`config.mk`:
```
export PLATFORM = sky130hd
export DESIGN_NAME = tia_horizontal_timing_ctrl
export DESIGN_NICKNAME = d
export VERILOG_FILES = /design/src/rtl/tia_horizontal_timing_ctrl.sv
export SDC_FILE = /design/constraint.sdc
export NUM_CORES = 1
export LEC_CHECK = 0
export CAP_MARGIN = 10
export CORE_AREA = 4 4 41 43
export CTS_BUF_LIST = sky130_fd_sc_hd__clkbuf_8 sky130_fd_sc_hd__clkbuf_16
export CTS_CLUSTER_DIAMETER = 50
export DETAILED_ROUTE_END_ITERATION = 6
export DIE_AREA = 0 0 45 47
export PLACE_DENSITY = 0.83
export RECOVER_POWER = 100
export SETUP_SLACK_MARGIN = 0.2
export SYNTH_ARGS = -nofsm -noshare
export SYNTH_HDL_FRONTEND = slang
export SYNTH_SLANG_ARGS = --single-unit
```
`constraint.sdc`:
```
create_clock -name clk -period 2.9 [get_ports clk]
set_clock_uncertainty 0.2 [all_clocks]
set_input_delay 0.58 -clock clk [delete_from_list [all_inputs] [get_ports clk]]
set_output_delay 0.58 -clock clk [all_outputs]
set_load 0.05 [all_outputs]
```
`src/rtl/tia_horizontal_timing_ctrl.sv`:
```
// Horizontal line sequencer for the TIA: divides the color clock by 4 into
// hphi1/hphi2 strobes, keeps a binary shadow of the horizontal count
// (57 counts x 4 clocks = 228 clocks per line), decodes the line-timing
// windows, and services the RSYNC / WSYNC / HMOVE register strobes.
//
// state         | meaning
// --------------+---------------------------------------------------------
// r_phase       | color-clock phase within a count, 0..3
// r_hcount      | horizontal count, 0..56
// r_hmove_latch | HMOVE pending/active for this line (extends HBLANK)
// r_wsync_hold  | CPU halted by WSYNC until the next line start
module tia_horizontal_timing_ctrl (
  input  logic       clk,
  input  logic       reset,
  input  logic       rsync_strobe,
  input  logic       wsync_strobe,
  input  logic       hmove_strobe,
  output logic       hphi1,
  output logic       hphi2,
  output logic [5:0] hcount,
  output logic       line_start,
  output logic       hsync,
  output logic       hblank,
  output logic       cburst,
  output logic       rdy,
  output logic       hmove_latch
);

  localparam logic [5:0] LAST_COUNT  = 6'd56;
  localparam logic [5:0] HBLANK_END  = 6'd17;
  localparam logic [5:0] LATE_HB_END = 6'd19;
  localparam logic [5:0] HSYNC_START = 6'd4;
  localparam logic [5:0] HSYNC_END   = 6'd8;
  localparam logic [5:0] CB_START    = 6'd8;
  localparam logic [5:0] CB_END      = 6'd12;

  logic [1:0] r_phase;
  logic [5:0] r_hcount;
  logic       r_hmove_latch;
  logic       r_wsync_hold;

  logic [1:0] w_phase_nxt;
  logic [5:0] w_hcount_nxt;
  logic       w_line_enter;
  logic       w_hmove_latch_nxt;
  logic       w_wsync_hold_nxt;

  // Next-state: RSYNC restarts the line, otherwise advance phase and count.
  // Counts at or beyond the last legal value all wrap to 0, which also
  // recovers from an illegal count.
  always_comb begin
    w_phase_nxt  = r_phase + 2'd1;
    w_hcount_nxt = r_hcount;
    w_line_enter = 1'b0;
    if (rsync_strobe) begin
      w_phase_nxt  = 2'd0;
      w_hcount_nxt = 6'd0;
      w_line_enter = 1'b1;
    end else if (r_phase == 2'd3) begin
      if (r_hcount >= LAST_COUNT) begin
        w_hcount_nxt = 6'd0;
        w_line_enter = 1'b1;
      end else begin
        w_hcount_nxt = r_hcount + 6'd1;
      end
    end
    // A strobe on the same edge as the line start wins over the clear.
    w_hmove_latch_nxt = hmove_strobe | (r_hmove_latch & ~w_line_enter);
    w_wsync_hold_nxt  = wsync_strobe | (r_wsync_hold  & ~w_line_enter);
  end

  // State register with synchronous reset.
  always_ff @(posedge clk) begin
    if (reset) begin
      r_phase       <= 2'd0;
      r_hcount      <= 6'd0;
      r_hmove_latch <= 1'b0;
      r_wsync_hold  <= 1'b0;
    end else begin
      r_phase       <= w_phase_nxt;
      r_hcount      <= w_hcount_nxt;
      r_hmove_latch <= w_hmove_latch_nxt;
      r_wsync_hold  <= w_wsync_hold_nxt;
    end
  end

  logic w_in_hblank;
  logic w_in_late_hb;
  assign w_in_hblank  = (r_hcount < HBLANK_END);
  assign w_in_late_hb = r_hmove_latch & (r_hcount < LATE_HB_END);

  // Outputs decode from state; reset forces the idle/blanked values.
  assign hphi1       = ~reset & (r_phase == 2'd0);
  assign hphi2       = ~reset & (r_phase == 2'd2);
  assign hcount      = r_hcount;
  assign line_start  = ~reset & (r_phase == 2'd0) & (r_hcount == 6'd0);
  assign hsync       = ~reset & (r_hcount >= HSYNC_START) & (r_hcount < HSYNC_END);
  assign cburst      = ~reset & (r_hcount >= CB_START) & (r_hcount < CB_END);
  assign hblank      = reset | w_in_hblank | w_in_late_hb;
  assign rdy         = reset | ~r_wsync_hold;
  assign hmove_latch = ~reset & r_hmove_latch;

endmodule

```
==> flow_summary.json <==
{
  "cts_tree": "yes",
  "rsz0062_at_grt": "false",
  "cts_setup_buffers": 0,
  "synth_top_cell_by_area": "dfxtp_1",
  "critPathCaptureType": "output pin",
  "layout_commonest_cell": "dfxtp_1",
  "place_congestion": 0.827,
  "cts.sink_count": 10,
  "grt_overflow": 0,
  "initial_core_util": 0.455,
  "ys_async_sr_fraction": 0,
  "comb_power_share": 0.161,
  "synth_nets": 80,
  "via_per_inst": 5.06,
  "synthFlopType": "dfxtp_1",
  "maxCapViolations": 0,
  "setup_viol": 0,
  "vias": 516,
  "row_count": 13,
  "place_area_um2": 865,
  "crit_fanout": 3,
  "drtPass1Iterations": 4,
  "syn_area_per_cell_um2": 8.58,
  "pwr-share-seq": 0.423,
  "nFillCells": 109,
  "synth_edf_count": 0,
  "final_cell_mix": "dfxtp_1, nor2_1, buf_12",
  "port_buffers": 18,
  "multi_input_area_um2": 352,
  "route.detailed.drc": 0,
  "die_area_um2": 2120,
  "holdBufCountCts": 0,
  "p_sw_uw": 82.0,
  "peakVddDrop_mv": 0.273,
  "power_density_nw_per_um2": 377,
  "drt-total-wl_um": 1220,
  "timing.slew.headroom": 0.662,
  "grt_max_degree": 12,
  "synth-seq-area-share": 0.338,
  "antenna_found_initial": 0,
  "grt_pass1_wl_um": 2140,
  "crit_arrival_ns": 1.95,
  "routedWlPerCell_um": 11.9,
  "coreArea_um2": 1300,
  "cts_buffers": 3,
  "power_uw": 340,
  "regArea_um2": 200,
  "synth_area_leaders": "dfxtp_1, ha_1, nor2_1",
  "area_growth_pct": 52.4,
  "outcome": "finished, final reports clean",
  "period_share": 0.941,
  "power.internal_uw": 258,
  "antenna_cells": 0,
  "ys_types": 26,
  "ios": 19,
  "finalSetupTns_ns": 0,
  "hold_viol": 0,
  "finalWorstPathRequiredPeriod_ns": 2.73,
  "grt_use_total": 0.144,
  "finalMaxSlewViolations": 0,
  "worstMarginPinSlew_ns": 0.506,
  "h-tree-depth": 1,
  "ctsLongestPathBuffers": 2,
  "stdcell_area_um2": 902,
  "cts-root-buf": "clkbuf_8",
  "crit_type": "primary input to output pin",
  "drt_iter0_drc": 6,
  "postRouteAntennaNets": 0,
  "netSwitchingFraction": 0.241,
  "fmax_ghz": 0.367,
  "ys_ff_latch": 10,
  "grt_pass1_vias": 480,
  "crit_path_start_kind": "primary input",
  "clock_power_share": 0.416,
  "die_w_um": 45,
  "p_leak_nw": 0.378,
  "yosysWarnings": 0,
  "syn_area_um2": 592,
  "synth_top_cell_area_share": 0.338,
  "clkTransAtPathRegs_ns": 0.04,
  "die_h_um": 47,
  "nNetsFinal": 100,
  "cts-resized-gates": 0,
  "required_ns": 2.12,
  "layout-drive-gt1-share": 0.195,
  "hp-class": "flip-flop to flip-flop",
  "hpwl_um": 905,
  "clk_latency_ns": 0.23,
  "hold_ws_ns": 0.276,
  "synthCells": 69
}
## synthesized netlist by cell type, types with 4 or more instances
| master | count |
|---|---|
| nand2_1 | 4 |
| nor2b_1 | 4 |
| nor2_1 | 8 |
| nand3_1 | 4 |
| inv_1 | 7 |
| dfxtp_1 | 10 |
| ha_1 | 6 |
## power groups by stage
stage	sequential, mW	combinational [mW]	clock, mW
3_5_place_dp	0.146	0.0565	0
3_3_place_gp	0.146	0.0558	0
6_report	0.144	0.0549	0.141
4_1_cts	0.144	0.0565	0.142
2_1_floorplan	0.146	0.0286	0
5_1_grt	0.144	0.0583	0.150
## layer usage
metal	track usage	part of all wire
met1	0.184	0.45
met2	0.201	0.45
met3	0.0383	0.075
met4	0.117	0.027
met5	0	0
## registers in the layout, summed over array words and instances, names as in the netlist
name           count
r_wsync_hold       1
r_hmove_latch      1
hcount             6
r_phase            2
## area by class of cell
cell class	instances	share of cell area
Multi-Input combinational cell	48	0.390
Timing Repair Buffer	19	0.293
Sequential cell	10	0.222
Clock buffer	3	0.0458
Inverter	7	0.0291
Tap cell	15	0.0208
## metrics by stage
step | instances | setup WS [ns] | utilization
after detailed placement | 99 | 0.297 | 0.664
after floorplan | 69 | 0.264 | -
after global routing | 102 | 0.148 | 0.693
after global placement | 99 | 0.311 | 0.664
after CTS | 102 | 0.300 | 0.696
final | 102 | 0.172 | 0.693
## worst paths after layout
path,startpoint,endpoint,slack (ns),depth (start not counted)
max,reset,line_start,0.17,4
min,r_phase[0],r_phase[0],0.28,1
max reg2reg,r_phase[0],hcount[5],1.34,4
min reg2reg,r_phase[0],r_phase[0],0.28,1
## cell families (layout without fill, tap and decap cells)
logic type,after synthesis,count (layout),synth area share
AO/OA/AOI/OAI,8,8,0.0909
XOR/XNOR,3,3,0.0444
adder cells (fa/ha/maj),6,6,0.127
buffers and inverters,11,29,0.0803
flip-flops,10,10,0.338
AND/OR/NAND/NOR,31,31,0.319
## worst max-delay path, stage by stage
cell and delay (ns):
dlygate4sd3_1 0.55, or3_4 0.37, nor4_4 0.27, buf_12 0.18
Note: power is estimated with default switching activity, not from simulation.
